==> config.mk <==
export PLATFORM = sky130hd
export DESIGN_NAME = chromosome_loader_flat
export DESIGN_NICKNAME = d
export VERILOG_FILES = /design/src/rtl/chromosome_loader_if.sv /design/src/rtl/chromosome_loader.sv /design/src/flat_wrapper.sv
export SDC_FILE = /design/constraint.sdc
export NUM_CORES = 1
export LEC_CHECK = 0
export ABC_CLOCK_PERIOD_IN_PS = 4000
export BUFFER_PORTS_ARGS = -buffer_cell sky130_fd_sc_hd__buf_2
export CAP_MARGIN = 0
export CORE_MARGIN = 10
export CORE_UTILIZATION = 40
export CTS_BUF_LIST = sky130_fd_sc_hd__clkbuf_4
export CTS_CLUSTER_SIZE = 40
export DETAILED_ROUTE_END_ITERATION = 8
export GPL_ROUTABILITY_DRIVEN = 0
export PLACE_DENSITY = 0.73
export RECOVER_POWER = 100
export SYNTH_ARGS = -nofsm -noshare
export SYNTH_HDL_FRONTEND = slang
export SYNTH_SLANG_ARGS = --single-unit
==> constraint.sdc <==
create_clock -name clk -period 4 [get_ports clk]
set_clock_uncertainty 0.2 [all_clocks]
set_input_delay 0.6 -clock clk [delete_from_list [all_inputs] [get_ports clk]]
set_output_delay 0.6 -clock clk [all_outputs]
set_load 0.01 [all_outputs]
==> src/rtl/chromosome_loader_if.sv <==
// Handshake and configuration-bus bundle between the GA controller and the chromosome loader.
// The controller side drives the serial stream; the loader side drives status and the LE buses.
interface chromosome_loader_if #(
  parameter int N_LE = 16
);
  logic                 start;
  logic                 ser_in;
  logic                 ser_valid;
  logic                 ser_ready;
  logic                 busy;
  logic                 done;
  logic                 err;
  logic                 cfg_valid;
  logic [3*N_LE-1:0]    conf_func_bus;
  logic [12*N_LE-1:0]   conf_ins_bus;

  modport master (
    output start, ser_in, ser_valid,
    input  ser_ready, busy, done, err, cfg_valid, conf_func_bus, conf_ins_bus
  );

  modport slave (
    input  start, ser_in, ser_valid,
    output ser_ready, busy, done, err, cfg_valid, conf_func_bus, conf_ins_bus
  );
endinterface

==> src/rtl/chromosome_loader.sv <==
// Bit-serial chromosome loader: assembles 15-bit genes into a shadow store, validates input
// indices, and atomically commits the whole configuration to the logic-element buses.
module chromosome_loader #(
  parameter int N_LE = 16
) (
  input  logic               clk,
  input  logic               rst_n,
  chromosome_loader_if.slave bus
);
  localparam int         LW       = $clog2(N_LE + 1);
  localparam logic [5:0] MAX_IDX  = 6'd34;
  localparam logic [3:0] LAST_BIT = 4'd14;

  typedef enum logic [1:0] {
    IDLE   = 2'd0,
    SHIFT  = 2'd1,
    COMMIT = 2'd2
  } state_t;

  state_t               state;
  state_t               state_nx;
  logic [3:0]           bit_cnt;
  logic [LW-1:0]        le_cnt;
  logic                 err_acc;
  logic [13:0]          gene_sr;
  logic [3*N_LE-1:0]    shadow_func;
  logic [12*N_LE-1:0]   shadow_ins;

  logic                 accept;
  logic                 gene_end;
  logic                 last_gene;
  logic                 idx_bad;
  logic [14:0]          gene;
  logic [31:0]          slot;

  always_comb begin
    // NOTE: every signal written here gets a default first, so no branch can leave one
    // unassigned and infer a latch.
    state_nx  = state;
    accept    = (state == SHIFT) && bus.ser_valid;
    gene      = {gene_sr, bus.ser_in};
    gene_end  = accept && (bit_cnt == LAST_BIT);
    last_gene = (le_cnt == LW'(N_LE - 1));
    idx_bad   = (gene[5:0] > MAX_IDX) || (gene[11:6] > MAX_IDX);
    slot      = 32'(le_cnt);

    unique case (state)
      IDLE:    if (bus.start) state_nx = SHIFT;
      SHIFT:   if (gene_end && last_gene) state_nx = COMMIT;
      COMMIT:  state_nx = IDLE;
      default: state_nx = IDLE;
    endcase
  end

  // NOTE: sequential state uses non-blocking assignments so every flop samples pre-edge values.
  always_ff @(posedge clk) begin
    if (!rst_n) state <= IDLE;
    else        state <= state_nx;
  end

  assign bus.ser_ready = (state == SHIFT);
  assign bus.busy      = (state != IDLE);

  always_ff @(posedge clk) begin
    if (!rst_n) begin
      bit_cnt           <= '0;
      le_cnt            <= '0;
      err_acc           <= 1'b0;
      gene_sr           <= '0;
      // NOTE: the shadow store is flop-based and must read as all-zero after reset,
      // so it is cleared here rather than left to an uninitialised RAM.
      shadow_func       <= '0;
      shadow_ins        <= '0;
      bus.done          <= 1'b0;
      bus.err           <= 1'b0;
      bus.cfg_valid     <= 1'b0;
      bus.conf_func_bus <= '0;
      bus.conf_ins_bus  <= '0;
    end else begin
      bus.done <= 1'b0;
      bus.err  <= 1'b0;

      unique case (state)
        IDLE: begin
          if (bus.start) begin
            bit_cnt <= '0;
            le_cnt  <= '0;
            err_acc <= 1'b0;
          end
        end

        SHIFT: begin
          if (accept) begin
            gene_sr <= gene[13:0];
            if (gene_end) begin
              bit_cnt                  <= '0;
              le_cnt                   <= le_cnt + LW'(1);
              shadow_func[3*slot +: 3]   <= gene[14:12];
              shadow_ins[12*slot +: 12]  <= gene[11:0];
              if (idx_bad) err_acc <= 1'b1;
            end else begin
              bit_cnt <= bit_cnt + 4'd1;
            end
          end
        end

        COMMIT: begin
          bus.done <= 1'b1;
          bus.err  <= err_acc;
          // A rejected chromosome never reaches the logic elements.
          if (!err_acc) begin
            bus.conf_func_bus <= shadow_func;
            bus.conf_ins_bus  <= shadow_ins;
            bus.cfg_valid     <= 1'b1;
          end
        end

        default: ;
      endcase
    end
  end
endmodule

==> src/flat_wrapper.sv <==
// flat-port wrapper written by rule: the top's interface ports become plain ports
module chromosome_loader_flat 
#(
  parameter int N_LE = 16
)
  (clk, rst_n, bus_start, bus_ser_in, bus_ser_valid, bus_ser_ready, bus_busy, bus_done, bus_err, bus_cfg_valid, bus_conf_func_bus, bus_conf_ins_bus);
  chromosome_loader_if #(.N_LE(N_LE)) bus_i ();
  input  logic clk;
  input  logic rst_n;
  input wire logic [$bits(bus_i.start)-1:0] bus_start;
  input wire logic [$bits(bus_i.ser_in)-1:0] bus_ser_in;
  input wire logic [$bits(bus_i.ser_valid)-1:0] bus_ser_valid;
  output wire logic [$bits(bus_i.ser_ready)-1:0] bus_ser_ready;
  output wire logic [$bits(bus_i.busy)-1:0] bus_busy;
  output wire logic [$bits(bus_i.done)-1:0] bus_done;
  output wire logic [$bits(bus_i.err)-1:0] bus_err;
  output wire logic [$bits(bus_i.cfg_valid)-1:0] bus_cfg_valid;
  output wire logic [$bits(bus_i.conf_func_bus)-1:0] bus_conf_func_bus;
  output wire logic [$bits(bus_i.conf_ins_bus)-1:0] bus_conf_ins_bus;
  assign bus_i.start = bus_start;
  assign bus_i.ser_in = bus_ser_in;
  assign bus_i.ser_valid = bus_ser_valid;
  assign bus_ser_ready = bus_i.ser_ready;
  assign bus_busy = bus_i.busy;
  assign bus_done = bus_i.done;
  assign bus_err = bus_i.err;
  assign bus_cfg_valid = bus_i.cfg_valid;
  assign bus_conf_func_bus = bus_i.conf_func_bus;
  assign bus_conf_ins_bus = bus_i.conf_ins_bus;
  chromosome_loader #(.N_LE(N_LE)) u_core (.clk(clk), .rst_n(rst_n), .bus(bus_i));
endmodule
==> qor.txt <==
IO Port Bufs: 249
mux contribution to synthesized area: 8.48%
largest net degree at the start of global routing: 159
Vias: 19000
area grow syn2layout: 17.1%
Max Slew Vio Count: 159
measured slew at the worst slew-check pin: 1.79 ns
Critical R2R Capture: u_core.shadow_ins[37]
Final ANT Viol Nets: 0
GR Util All Layers: 21.3%
deepest clock path buffer count: 3
largest area contributor in the netlist: dfxtp_1
vias in the first global route: 17900
Async SR Flop Fraction: 0%
# rows: 83
CP endpoint kind: register
max cap viols: 1
average wire per standard cell: 18.8 um
Clock Tree Root: clkbuf_4
Initial Util: 40.3%
CTS buffer count: 135
Placed Instances: 3307
ranking of synthesized cells by area: dfxtp_1 49%, nand2_1 12%, mux2i_1 8.3%
fmax: 259 MHz
mapped cell area: 0.0206 mm^2
WS Path Type: register to register
Vias per Instance: 5.35
share of layout cells above drive strength 1: 12.5%
post-DP HPWL: 47000 um
final hold vios: 0
critical path arrival: 4.52 ns
clock latency on the worst-skew pair: 0.97 ns
Core Area: 0.0511 mm^2
synthesized area per cell: 8.32 um^2
Post-Syn Instances: 2473
Synth top area share: 49.5%
die area: 0.0609 mm^2
Starting DRT DRC Count: 2102
r2r setup slk: 0.14 ns
CTS tree: done
die height: 247 um
Reg2Reg Depth: 11
Syn Nets: 2494
Fillers: 5172
DR WL met3: 5440 um
simple-gate share of the synthesized area: 21.8%
H-tree Lvls: 4
Total Nets Final: 2790
Worst Hold Class: input port to register
status: finished, violations left
WL met1: 27600 um
combinational family with the most area after synthesis: simple AND/OR/NAND/NOR gates
max_slew headroom: -19.5%
Synth Area in Adders: 1.01%
worst hold path depth: 5
final instance area: 0.0241 mm^2
WP data required: 4.65 ns
Post-synth EDFFs: 0
top layer in use: met4
Synth Area in XOR/XNOR: 0.778%
Ys Warns: 0
Main synth FF type: dfxtp_1
CP Max Fanout: 13
first-pass GRT wire length: 102000 um
Lkg Pwr: 8.63 nW
r2r startpoint: u_core.le_cnt[1]
non-filler instance count after layout: 3549
Max VDD drop: 281 uV
Startpoint Class: register
final clock period utilization by the worst path: 96.6%
compound-cell area share of the yosys netlist: 14.6%
top-count cell post-synth: nand2_1
final core occ: 47.2%
WL final: 66800 um
power density cells: 403 mW/mm^2
failing checks: capacitance limit, slew limit
Placed Area: 0.0227 mm^2
final number of setup-violating endpoints: 0
DRT Pass-1 Iters: 6
post-synth cell types: 82
I/O pin total: 250
initial antenna violation count: 2
post-layout minimum cycle time: 3.86 ns
hold_sp: bus_ser_valid
Synth top cells by count: 676 x nand2_1, 509 x dfxtp_1, 324 x a21oi_1
Reg clk slew, reported paths: 0.06 ns
Seq cells post-synth: 509
clk sinks: 509
die width: 247 um
Hold EP: u_core.state[0]
GR Overflow Total: 0
drc violations: 0
WL met2: 30900 um
register area share after synthesis: 49.5%
-- per-stage QoR --
stage                     hold WS (ns)  setup TNS, ns  setup WS [ns]  power (mW)
after floorplan                  0.228              0        0.00689        5.27
after global placement           0.239              0         0.0994        5.32
after detailed placement         0.241              0         0.0343        5.32
after CTS                       0.0287              0        0.00921        9.83
after global routing             0.151       -0.00556       -0.00266        10.1
final                            0.165              0          0.137        9.71
-- state kept, by name (all words and copies together), names as in the netlist, 2 cells and up --
signal and flops:
u_core.state 2, u_core.bit_cnt 4, u_core.shadow_func 48, u_core.shadow_ins 192, u_core.bus.conf_ins_bus 192, u_core.le_cnt 5
u_core.gene_sr 14, u_core.bus.conf_func_bus 48
-- placed cells by master (no fill, tap or decap), types with 5 or more instances in the layout --
cell type    n
a21o_1       6
a21oi_1    321
a21oi_2      6
a22oi_1      9
a2bb2oi_1    5
a31oi_1     13
a32o_1      18
and2_1      17
and3_1      13
buf_12       5
buf_4       73
clkbuf_1   249
clkbuf_4   195
clkinv_1    18
clkinv_2     8
dfxtp_1    508
ha_1        15
inv_1       17
inv_2        7
mux2i_1    171
nand2_1    675
nand2b_1     5
nand3_1     68
nand4_1     17
nor2_1     179
nor3_1      39
nor4_4       6
o21ai_0     58
o21ai_1      5
o22ai_1      6
-- worst max-delay path, stage by stage, from the launching register on --
cell	delay, ns
dfxtp_1	0.37
ha_1	0.23
fa_1	0.41
buf_4	0.19
xnor2_4	0.14
nand3_1	0.13
buf_4	0.18
nor3_1	0.07
o21ai_1	0.66
nand2_1	0.53
nand2_1	0.43
mux2i_1	0.23
-- report_power, final --
part	internal, mW	total, mW	switching, mW
clock	2.32	4.51	2.19
combinational	0.0187	0.131	0.112
sequential	5.07	5.07	0.00211
total	7.40	9.71	2.30
-- logic make-up after synthesis --
family / count (synthesis)
adders and majority gates: 16
xor gates and xnor gates: 12
muxes: 174
AOI/OAI and AO/OA: 508
DFF: 509
and+or+nand+nor: 1056
buffers and inverters: 198
-- layout make-up --
cell class                 count  area [um^2]  share of cell area (%)
multi-input combinational   1766         9640                    40.0
inverter                      19         78.8                   0.327
sequential                   509        10200                    42.3
timing repair buffer         338         1660                    6.89
clock buffer                 194         1460                    6.04
antenna                        2         5.00                  0.0208
tap                          680          851                    3.53
clock inverter                41          228                   0.944
-- worst max-delay path by stage --
stage,to,slack (ns),startpoint
after floorplan,u_core.shadow_ins[96],0.007,u_core.le_cnt[2]
after global placement,u_core.shadow_ins[176],0.1,u_core.le_cnt[2]
after detailed placement,u_core.shadow_ins[176],0.03,u_core.le_cnt[2]
after CTS,u_core.shadow_ins[178],0.009,u_core.le_cnt[2]
after global routing,u_core.shadow_ins[122],-0.003,u_core.le_cnt[1]
final,u_core.shadow_ins[37],0.14,u_core.le_cnt[1]
-- routing by layer --
metal	vias to the layer above	GRT usage (%)
li1	9071	-
met3	179	5.63
met2	828	33.6
met4	0	11.1
met1	8899	26.2
met5	-	0
-- timing repair --
action | 4_1_cts | 5_1_grt
endpoints found under the hold margin | 24 | 0
buffers inserted | 0 | 2
hold buffers | 3 | 0
resized for setup | 0 | 15
endpoints found under the setup margin | 0 | 125
Note: power is estimated with default switching activity, not from simulation.
